$ cat config.mk
export PLATFORM = sky130hd
export DESIGN_NAME = output_port_arbiter
export DESIGN_NICKNAME = d
export VERILOG_FILES = /design/src/rtl/output_port_arbiter.sv
export SDC_FILE = /design/constraint.sdc
export NUM_CORES = 1
export LEC_CHECK = 0
export CAP_MARGIN = 20
export CORE_MARGIN = 2
export CORE_UTILIZATION = 48
export CTS_CLUSTER_DIAMETER = 80
export DETAILED_ROUTE_END_ITERATION = 8
export PLACE_DENSITY = 0.81
export SYNTH_ARGS = -nofsm -noshare
export SYNTH_HDL_FRONTEND = slang
export SYNTH_SLANG_ARGS = --single-unit
export TNS_END_PERCENT = 100
$ cat constraint.sdc
create_clock -name clk -period 3.84 [get_ports clk]
set_input_delay 0.768 -clock clk [delete_from_list [all_inputs] [get_ports clk]]
set_output_delay 0.768 -clock clk [all_outputs]
set_load 0.05 [all_outputs]
$ cat src/rtl/output_port_arbiter.sv
// Output-side arbiter for one router port: fixed time-slot round robin over the
// routing units, feeding a small FWFT buffer that drives a valid/ready link.
module output_port_arbiter #(
  parameter int NUM_IN = 4,
  parameter int DATA_W = 64,
  parameter int DEPTH  = 4
) (
  input  logic                     clk,
  input  logic                     reset,
  input  logic [NUM_IN-1:0]        req_in,
  input  logic [NUM_IN*DATA_W-1:0] packet_in,
  output logic [NUM_IN-1:0]        full_out,
  output logic [DATA_W-1:0]        out_packet,
  output logic                     out_valid,
  input  logic                     out_ready,
  output logic [$clog2(DEPTH):0]   count,
  output logic                     err_req
);

  localparam int SLOT_W = (NUM_IN > 1) ? $clog2(NUM_IN) : 1;
  localparam int PTR_W  = $clog2(DEPTH);
  localparam int CNT_W  = PTR_W + 1;
  localparam logic [SLOT_W-1:0] SLOT_LAST = SLOT_W'(NUM_IN - 1);
  localparam logic [CNT_W-1:0]  CNT_FULL  = CNT_W'(DEPTH);

  logic [SLOT_W-1:0] slot;
  logic [PTR_W-1:0]  wr_ptr;
  logic [PTR_W-1:0]  rd_ptr;
  logic [DATA_W-1:0] mem [DEPTH];
  logic              buf_full;
  logic              push;
  logic              pop;
  logic              illegal;

  // full_out depends only on registered slot/count so req can never loop back into it
  assign buf_full = (count == CNT_FULL);

  always_comb begin
    full_out = '1;
    for (int i = 0; i < NUM_IN; i++) begin
      full_out[i] = (slot != SLOT_W'(i)) || buf_full;
    end
  end

  assign push       = req_in[slot] && !buf_full;
  assign illegal    = |(req_in & full_out);
  assign out_valid  = (count != '0);
  assign pop        = out_valid && out_ready;
  assign out_packet = mem[rd_ptr];

  always_ff @(posedge clk) begin
    if (reset) begin
      slot    <= '0;
      wr_ptr  <= '0;
      rd_ptr  <= '0;
      count   <= '0;
      err_req <= 1'b0;
    end else begin
      slot <= (slot == SLOT_LAST) ? '0 : slot + 1'b1;
      if (push) wr_ptr <= wr_ptr + 1'b1;
      if (pop)  rd_ptr <= rd_ptr + 1'b1;
      case ({push, pop})
        2'b10:   count <= count + 1'b1;
        2'b01:   count <= count - 1'b1;
        default: count <= count;
      endcase
      if (illegal) err_req <= 1'b1;
    end
  end

  // Storage is not reset; contents are don't-care while out_valid is low
  always_ff @(posedge clk) begin
    if (push && !reset) mem[wr_ptr] <= packet_in[slot*DATA_W +: DATA_W];
  end

endmodule

==> impl_results.md <==
- Setup repair bufs after CTS: 0
- Combinational fraction of design power: 35.6%
- Critical path capture point type: primary output
- CTS sink count: 268
- Static leakage: about 5.1 nW
- First-pass DRT Iterations: 4
- Routed WL: 25900 µm
- Achievable Freq: 286 MHz
- CP max stage cell: clkdlybuf4s50_1
- Final net count: between 1000 and 1500
- Critical path cell sequence: buf_4, mux4_2, clkdlybuf4s50_1
- Post-route ant nets: 0
- GR Util All Layers: 20.6%
- Worst slack at placement: just under 0.7 ns
- PwrDens: 624 mW/mm²
- Maximum number of pins on one net before global-route repair: 46
- Avg Cell Area, Syn: 23.7 µm²
- Initial Util: roughly half
- Max Cap Viol: 0
- Synthesized cell area: 0.0114 mm²
- Row count: 56
- Run status: completed
- Most common cell after layout, fill and taps aside: clkdlybuf4s50_1
- Ports: about 340
- Die height: around 160 µm
- Flop pwr share: between 30% and 40%
- Die width: 158 µm
- Die Footprint: roughly 0.025 mm²
- Final Max Tran Viols: 0
- Final hold violations: 0
- Sequential area share after synthesis: 69.7%
- Worst-Margin Slew: roughly 0.92 ns
- Latest clock arrival within the worst-skew pair: 0.53 ns
- DRT iter0 DRCs: 232
- Clock share of power: 26.4%
- Critical path fanouts, max: 37
- Syn-to-layout area delta: 41.1%
- CTS tree: yes
- Post-CTS sizing: 0
- Maximum vdd drop: 0.532 mV
- GR Overflow Total: 0
- Post-detail-place hpwl: between 15000 and 20000 µm
- CTS Buffer Depth: 3
- P_int: 0.00677 W
- Post-CTS Hold Buffers: 0
- Num CTS Buffers: 26
- Yosys warnings: 0
- Post-DR vias/cell: 5.52
- Synthesized net count: 754
- Worst min path class: reg -> reg
- Sw power: 0.00325 W
- Drt wl/cell: 22.2 µm
- CP arrival: 2.73 ns
- RSZ-0062 raised after global routing: no
- Clock Skews: 0.0166 ns
- Unique cell type count in the Yosys netlist: 27
- Tmin final: 3.49 ns
- Initial antenna violation count: 2
- Final Wtd Congestion: 0.734
- Critical path's largest stage delay: 0.75 ns
- Vias in the first global route: 7123
- Most frequent cells in the layout: clkdlybuf4s50_1, edfxtp_1, mux4_2, clkbuf_16
- Number of H-tree levels: 1
- CTS clk-pin slew, worst paths: ~0.060 ns
- CP Launch Type: flip-flop
- Final setup viols: 0
- Final Cycle Share: 91.0%
- Relative slew slack: between 30% and 40%
- DRC Markers: 0
- Final WS setup: 0.347 ns
- Layout cells sized above 1: ~22%
- Root buffer cell: clkbuf_16
- Core Region: 0.0234 mm²
- IO Port Bufs: 335
- Vias: 6442
- Kind of critical path: reg -> out
- Total negative setup slack: 0 ns
- First-pass GRT wire length: 38300 µm
- Gate Count Post-Synth: 481
- CP required: 3.07 ns
- #FFs+latches synth: 268
- Switching Share: roughly 32%
==> logic make-up (layout without fill, tap and decap cells) <==
kind of cell	count (synthesis)	after routing	share of synthesized area (%)
multiplexers	130	130	25.6
AND/OR/NAND/NOR	24	24	1.08
buffers and inverters	37	401	1.69
AO/OA/AOI/OAI	7	7	0.385
XOR/XNOR	5	5	0.385
other	0	2	0
adder cells (fa/ha/maj)	10	10	1.17
flip-flops	268	268	69.7
==> state kept, by name, indices dropped and copies added (netlist names), named ones only <==
| name | flops |
|---|---|
| wr_ptr | 2 |
| count | 3 |
| err_req | 1 |
| slot | 2 |
| rd_ptr | 2 |
| mem | 256 |
==> critical path: cells and delay by family, from the launching register on <==
| family | cells | cell delay, ns |
|---|---|---|
| buffers and inverters | 2 | 1.12 |
| DFF | 1 | 0.69 |
| muxes | 1 | 0.36 |
==> cell type report <==
class,instances,area [µm²]
antenna,2,5.00
clock buffer,31,691
clock inverter,16,213
fill,1475,7350
inverter,7,26.3
multi-input combinational,176,3270
sequential,268,7940
tap,319,399
timing repair buffer,347,3510
==> cell usage after synthesis <==
library cell	n	area, µm²
o31a_1	1	8.76
clkbuf_2	2	10.0
xor2_1	3	26.3
clkbuf_1	5	18.8
buf_2	11	55.1
nor3_1	1	5.00
a21oi_1	4	20.0
o21ai_0	1	5.00
a222oi_1	1	10.0
buf_6	4	45.0
dfxtp_1	12	240
or3b_2	1	8.76
ha_1	9	113
mux4_2	129	2910
buf_1	6	22.5
xnor2_1	2	17.5
and2_1	4	25.0
nand2_1	5	18.8
mux2i_1	1	10.0
buf_4	2	15.0
edfxtp_1	256	7690
fa_1	1	20.0
or3_1	2	12.5
inv_1	7	26.3
nor3b_1	1	7.51
nor2_1	9	33.8
nand2_4	1	11.3
==> routing by layer <==
| metal | up-vias | part of all wire [%] | GRT usage [%] |
|---|---|---|---|
| met5 | - | 0.046 | 0 |
| met4 | 2 | 2.8 | 6.86 |
| met3 | 55 | 7.4 | 4.22 |
| met2 | 280 | 53 | 37.6 |
| met1 | 3310 | 36 | 24.3 |
| li1 | 2795 | - | - |
==> per-stage QoR <==
step | power [W] | cells | util [%] | instance area, µm² | hold slack, ns
floorplan | 0.00619 | 481 | - | 11400 | 0.485
global placement | 0.00738 | 1117 | 64.7 | 15100 | 0.501
detailed placement | 0.00746 | 1117 | 64.7 | 15100 | 0.528
CTS | 0.0101 | 1164 | 68.6 | 16000 | 0.537
global route | 0.0104 | 1164 | 68.6 | 16000 | 0.572
finish | 0.0100 | 1166 | 68.6 | 16100 | 0.540
==> power by group through the flow <==
stage               Clock (W)  Combinational, W  Sequential (W)
floorplan                   0           0.00240         0.00379
global placement            0           0.00353         0.00385
detailed placement          0           0.00358         0.00388
CTS                   0.00270           0.00361         0.00382
global route          0.00281           0.00374         0.00384
finish                0.00265           0.00356         0.00381
==> worst paths after layout <==
check,start,to,slack [ns],depth (start not counted)
min,err_req,err_req,0.54,2
min reg2reg,err_req,err_req,0.54,2
max,flip-flop,out_packet[34],0.35,3
max reg2reg,slot[0],count[2],1.16,8
Power figures use the tool's default switching activity.
